`config.mk`:
```
export PLATFORM = sky130hd
export DESIGN_NAME = bcd_display_scanner
export DESIGN_NICKNAME = d
export VERILOG_FILES = /design/src/rtl/bcd_display_pkg.sv /design/src/rtl/bcd_to_7seg.sv /design/src/rtl/bcd_display_scanner.sv
export SDC_FILE = /design/constraint.sdc
export NUM_CORES = 1
export LEC_CHECK = 0
export ABC_AREA = 1
export BUFFER_PORTS_ARGS = -buffer_cell sky130_fd_sc_hd__buf_2
export CORE_ASPECT_RATIO = 1.5
export CORE_MARGIN = 5
export CORE_UTILIZATION = 40
export CTS_CLUSTER_DIAMETER = 150
export DETAILED_ROUTE_END_ITERATION = 16
export PLACE_DENSITY = 0.57
export SYNTH_ARGS = -nofsm -noshare
export SYNTH_HDL_FRONTEND = slang
export SYNTH_SLANG_ARGS = --single-unit
```
`constraint.sdc`:
```
create_clock -name clk -period 2.71 [get_ports clk]
set_input_delay 0.542 -clock clk [delete_from_list [all_inputs] [get_ports clk]]
set_output_delay 0.542 -clock clk [all_outputs]
set_load 0.01 [all_outputs]
```
`src/rtl/bcd_display_pkg.sv`:
```
// Shared types and helpers for the multiplexed 7-segment scanner.
// Latency: n/a (declarations only).
// Backpressure: n/a.
package bcd_display_pkg;

    typedef enum logic [1:0] {
        IDLE = 2'd0,
        SHOW = 2'd1,
        GAP  = 2'd2
    } state_t;

    // Active-high segment patterns, bit 0 = a ... bit 6 = g.
    localparam logic [6:0] SEG_BLANK = 7'h00;
    localparam logic [6:0] SEG_ERR   = 7'h79;

    function automatic logic [6:0] glyph(input logic [3:0] nib);
        logic [6:0] s;
        case (nib)
            4'd0:    s = 7'h3F;
            4'd1:    s = 7'h06;
            4'd2:    s = 7'h5B;
            4'd3:    s = 7'h4F;
            4'd4:    s = 7'h66;
            4'd5:    s = 7'h6D;
            4'd6:    s = 7'h7D;
            4'd7:    s = 7'h07;
            4'd8:    s = 7'h7F;
            4'd9:    s = 7'h6F;
            default: s = SEG_ERR;
        endcase
        return s;
    endfunction

    // Bits needed to count 0..n-1, never less than one.
    function automatic int cnt_width(input int n);
        return (n <= 2) ? 1 : $clog2(n);
    endfunction

endpackage

```
`src/rtl/bcd_to_7seg.sv`:
```
// Combinational BCD nibble to active-high 7-segment decoder; 10-15 show 'E'.
// Latency: 0 cycles.
// Backpressure: none.
module bcd_to_7seg
    import bcd_display_pkg::*;
(
    input  logic [3:0] nib,
    output logic [6:0] seg
);

    // Pure table lookup.
    always_comb begin
        seg = glyph(nib);
    end

endmodule

```
`src/rtl/bcd_display_scanner.sv`:
```
// Captures a BCD digit array on load and scans it onto a shared 7-seg bus with gaps.
// Latency: digit 0 reaches the pins two edges after the load edge; pins are registered.
// Backpressure: none; load is accepted whenever en=1 and clear=0, en=0 freezes everything.
module bcd_display_scanner
    import bcd_display_pkg::*;
#(
    parameter int NUM_DIGITS     = 4,
    parameter int REFRESH_CYCLES = 50000,
    parameter int GAP_CYCLES     = 500,
    parameter bit ACTIVE_LOW     = 1'b1,
    parameter bit BLANK_LZ       = 1'b1,
    parameter bit CHECK_PARAM    = 1'b1
) (
    input  logic                  clk,
    input  logic                  rst_n,
    input  logic                  en,
    input  logic                  clear,
    input  logic                  load,
    input  logic [3:0]            bcd [NUM_DIGITS],
    output logic [6:0]            seg,
    output logic [NUM_DIGITS-1:0] an,
    output logic                  valid
);

    localparam int CNT_MAX = (REFRESH_CYCLES > GAP_CYCLES) ? REFRESH_CYCLES : GAP_CYCLES;
    localparam int CW      = cnt_width(CNT_MAX);
    localparam int IW      = cnt_width(NUM_DIGITS);
    localparam logic [CW-1:0] REF_LAST = CW'(REFRESH_CYCLES - 1);
    localparam logic [CW-1:0] GAP_LAST = CW'((GAP_CYCLES > 0) ? GAP_CYCLES - 1 : 0);
    localparam logic [IW-1:0] IDX_LAST = IW'(NUM_DIGITS - 1);
    localparam logic [6:0]            SEG_OFF = {7{ACTIVE_LOW}};
    localparam logic [NUM_DIGITS-1:0] AN_OFF  = {NUM_DIGITS{ACTIVE_LOW}};

    if (CHECK_PARAM && (NUM_DIGITS < 1 || REFRESH_CYCLES < 1)) begin : g_param_err
        $fatal(1, "bcd_display_scanner: NUM_DIGITS and REFRESH_CYCLES must be >= 1");
    end

    state_t                state_q, state_d;
    logic [IW-1:0]         idx_q, idx_d, idx_nxt;
    logic [CW-1:0]         cnt_q, cnt_d;
    logic [3:0]            hold_q [NUM_DIGITS];
    logic [3:0]            hold_d [NUM_DIGITS];
    logic                  valid_q, valid_d;
    logic [6:0]            seg_q, seg_d;
    logic [NUM_DIGITS-1:0] an_q, an_d;
    logic [NUM_DIGITS-1:0] blank;
    logic [NUM_DIGITS-1:0] an_hi;
    logic [6:0]            seg_hi;
    logic [6:0]            dig_seg;
    logic                  lit;

    bcd_to_7seg u_dec (
        .nib (hold_q[idx_q]),
        .seg (dig_seg)
    );

    // A position is a leading zero when it and every higher position hold zero; position 0 always shows.
    always_comb begin : p_blank
        logic lz;
        lz    = 1'b1;
        blank = '0;
        for (int i = NUM_DIGITS - 1; i >= 0; i--) begin
            lz       = lz & (hold_q[i] == 4'd0);
            blank[i] = BLANK_LZ && (i > 0) && lz;
        end
    end

    // Scan FSM: dwell on each digit, optional dark gap, then advance; loads never restart the scan.
    always_comb begin
        state_d = state_q;
        idx_d   = idx_q;
        cnt_d   = cnt_q;
        hold_d  = hold_q;
        valid_d = valid_q;
        idx_nxt = (idx_q == IDX_LAST) ? '0 : idx_q + 1'b1;
        if (en) begin
            if (clear) begin
                state_d = IDLE;
                idx_d   = '0;
                cnt_d   = '0;
                valid_d = 1'b0;
            end else begin
                if (load) begin
                    hold_d  = bcd;
                    valid_d = 1'b1;
                end
                unique case (state_q)
                    IDLE: begin
                        if (load) begin
                            state_d = SHOW;
                            idx_d   = '0;
                            cnt_d   = '0;
                        end
                    end
                    SHOW: begin
                        if (cnt_q == REF_LAST) begin
                            cnt_d = '0;
                            if (GAP_CYCLES == 0) begin
                                idx_d = idx_nxt;
                            end else begin
                                state_d = GAP;
                            end
                        end else begin
                            cnt_d = cnt_q + 1'b1;
                        end
                    end
                    GAP: begin
                        if (cnt_q == GAP_LAST) begin
                            state_d = SHOW;
                            idx_d   = idx_nxt;
                            cnt_d   = '0;
                        end else begin
                            cnt_d = cnt_q + 1'b1;
                        end
                    end
                    default: begin
                        state_d = IDLE;
                        idx_d   = '0;
                        cnt_d   = '0;
                    end
                endcase
            end
        end
    end

    // Pin drive from the current scan position; clear darkens the pins on the same edge.
    always_comb begin
        lit    = (state_q == SHOW) && !blank[idx_q];
        an_hi  = lit ? (NUM_DIGITS'(1) << idx_q) : '0;
        seg_hi = lit ? dig_seg : SEG_BLANK;
        seg_d  = seg_q;
        an_d   = an_q;
        if (en) begin
            if (clear) begin
                seg_d = SEG_OFF;
                an_d  = AN_OFF;
            end else begin
                seg_d = ACTIVE_LOW ? ~seg_hi : seg_hi;
                an_d  = ACTIVE_LOW ? ~an_hi : an_hi;
            end
        end
    end

    // State, hold register and output registers.
    always_ff @(posedge clk or negedge rst_n) begin
        if (!rst_n) begin
            state_q <= IDLE;
            idx_q   <= '0;
            cnt_q   <= '0;
            valid_q <= 1'b0;
            seg_q   <= SEG_OFF;
            an_q    <= AN_OFF;
            for (int i = 0; i < NUM_DIGITS; i++) begin
                hold_q[i] <= 4'd0;
            end
        end else begin
            state_q <= state_d;
            idx_q   <= idx_d;
            cnt_q   <= cnt_d;
            valid_q <= valid_d;
            seg_q   <= seg_d;
            an_q    <= an_d;
            hold_q  <= hold_d;
        end
    end

    assign seg   = seg_q;
    assign an    = an_q;
    assign valid = valid_q;

endmodule

```
==> run summary <==
Number of synthesized flops with an enable pin: 0
Area of the die: 8630 um^2
Routed via count: 2,223
Initial antenna violation count: 0
Sink Count: 48
Initial Utilization: 40.5%
Number of antenna diodes: 0
Top Ports: 33
Syn_area_per_cell: 8.12 um^2
Final period util: 78.2%
Detailed Route WL: 6070 um
Worst Path Required: 2940 ps
TritonCTS buffer count: 5
TritonRoute pass-1 iters: 4
CP cell instances: inv_2 > o21ai_0 > inv_1 > o21ai_0 > inv_1 > ha_1 > inv_1 > o211ai_1 > a21oi_1
#FFs+latches synth: 48
Die Y: 111 um
Site row count: 37
Startpoint Class: flip-flop
Synthesis-to-layout area growth: 11.8%
# hold bufs at CTS: 0
H-tree levels: 2
Min-Delay Path Class: input pin to async pin
Total power: 1.90 mW
Rel. slew slack: 40.9%
Wire per inst: 13.5 um
# setup viols final: 0
Synth warn: 0
# resized after CTS: 0
Net Sw Frac: 34.6%
Clk pwr share: 23.3%
Fin. Hold Viols: 0
Crit path top cell by count: inv_1
Core area: 6760 um^2
Cells after Synth: 337
Cell Int Power: 1.24 mW
Reg-to-reg setup timing slack: 590 ps
Commonest non-fill, non-tap cell in the layout: nand2_1
Nets: 407
Crit Path Category: flip-flop to flip-flop
Max Freq: 472 MHz
Clock buffer depth: 2
Top cell family by delay on the critical path: compound AO/OA/AOI/OAI gates
Max stage delay on crit path: 550 ps
Synth cell types: 31
CP max FO: 13
GRT overflow: 0
Comb pwr share: 29.5%
Critical Path AT: 2350 ps
PwrDens: 622 nW/um^2
DRT iter0 DRCs: 112
Top_reg_cell synth: dfrtp_1
Largest net degree at the start of global routing: 41
CTS tree: built
DRC viols: 0
Critical Path Slowest Stage Cell: dfrtp_1
CTS clock-pin slew for the worst setup and hold paths: 80 ps
GRT Total Usage: 15.0%
WP buf/inv: 4
Share of power burned in registers: 47.2%
Clock insertion delay at the later pin of the skew report: 300 ps
Port buffer count: 32
Final slew viol count: 0
Tmin final: 2120 ps
Worst-Margin Slew: 887 ps
RSZ-0062 raised after global routing: false
Final setup TNS: 0 ps
Leakage power total: 1.48 nW
Pre-CTS WS: 592 ps
Post-DP HPWL: 4660 um
Final worst slack: 591 ps
First-pass GRT wire length: 10,700 um
Post-synthesis async set-or-reset flop share: 100%
Hold Slack: 364 ps
Clock skew: 11.7 ps
Gpl congestion: 0.880
Post-CTS Setup Bufs: 0
Setup crit end kind: flip-flop
Root Driver: clkbuf_8
Fraction of layout cells with a size suffix above 1: 21.7%
Commonest cells after routing, fill and taps aside: nand2_1 (80), nor2_1 (53), inv_1 (37), dfrtp_1 (37), buf_2 (32)
Remaining antenna violation count after routing: 0
Post-synth net total: 372
NetSw: 0.659 mW
Via density: 4.93
Core Util, Final: 45.3%
Syn Std Cell Area: 2740 um^2
Sequential share of the synthesized area: 44.4%
Vias in the first global route: 2,410
Outcome: finished clean
MaxCap Viol Count: 0
Die width: 77.5 um
Peak supply drop: 0.000257 V
power groups by stage:
stage | Sequential [mW] | Combinational (mW) | Clock [mW]
6_report | 0.897 | 0.561 | 0.443
5_1_grt | 0.911 | 0.653 | 0.492
4_1_cts | 0.898 | 0.573 | 0.456
3_5_place_dp | 0.911 | 0.569 | 0
3_3_place_gp | 0.911 | 0.559 | 0
2_1_floorplan | 0.904 | 0.415 | 0
cell families (layout without fill, tap and decap cells):
group                      Yosys count  count (layout)  share of synthesized area [%]
adders and majority gates           14              14                           6.40
muxes                               14              14                           5.76
DFF                                 48              48                           44.4
and+or+nand+nor                    176             176                           27.1
AOI/OAI and AO/OA                   30              30                           6.40
xor gates and xnor gates             8               8                           2.56
buffers and inverters               47              83                           7.32
worst paths after layout:
| path | from | to | depth (start not counted) |
|---|---|---|---|
| setup / recovery | idx_q[0]$_DFFE_PN0P_ | seg[3]$_DFFE_PN1P_ | 9 |
| hold / removal | rst_n | hold_q[15]$_DFFE_PN0P_ | 1 |
| setup reg to reg | idx_q[0]$_DFFE_PN0P_ | seg[3]$_DFFE_PN1P_ | 9 |
| hold reg to reg | seg[2]$_DFFE_PN1P_ | seg[2]$_DFFE_PN1P_ | 2 |
| max in group asynchronous | rst_n | an[0]$_DFFE_PN1P_ | 2 |
| min in group clk | bcd[3] | hold_q[3]$_DFFE_PN0P_ | 2 |
Yosys cell counts, types with 2 or more instances:
master	n	area, um^2
buf_6	2	22.5
dfrtp_1	37	926
o21ai_1	2	10.0
nand4_1	6	37.5
ha_1	14	175
o211ai_1	2	15.0
nand3_1	21	105
nor2_1	53	199
or2_2	5	31.3
nand2_2	4	25.0
nand2_1	80	300
xor2_1	8	70.1
inv_1	37	139
buf_2	4	20.0
o21ai_0	9	45.0
dfstp_2	11	289
a21oi_1	13	65.1
mux2_2	14	158
nor3_1	2	10.0
inv_2	2	7.51
registers in the layout, indices dropped and copies added, names as in the netlist:
signal and count:
hold_q 16, state_q 2, seg 7, cnt_q 16, idx_q 2, an 4
valid 1
layer usage:
layer  vias up  share of wire, %  global-route usage [%]
met5         -                 0                       0
met4         0               2.9                    5.73
met3        11               3.8                    3.01
met2        42                55                    27.8
met1      1032                39                    16.4
li1       1138                 -                       -
worst reg2reg max path, delay by kind of cell, from the launching register on:
family	cells	cell delay, ps
AO/OA/AOI/OAI	4	750
adder cells (fa/ha/maj)	1	310
flip-flops	1	550
buffers and inverters	4	440
per-stage QoR:
step / std cells / cell area, um^2
5_1_grt: 451 / 3060
3_3_place_gp: 443 / 2970
6_report: 451 / 3060
4_1_cts: 451 / 3060
2_1_floorplan: 337 / 2740
3_5_place_dp: 443 / 2970
final cells by class:
type | instances | area [um^2]
Multi-Input combinational cell | 242 | 1320
Timing Repair Buffer | 36 | 190
Sequential cell | 48 | 1210
Inverter | 39 | 146
Tap cell | 78 | 97.6
Fill cell | 711 | 3700
Clock buffer | 8 | 90.1
No activity file was read; power rests on OpenSTA's default activity.
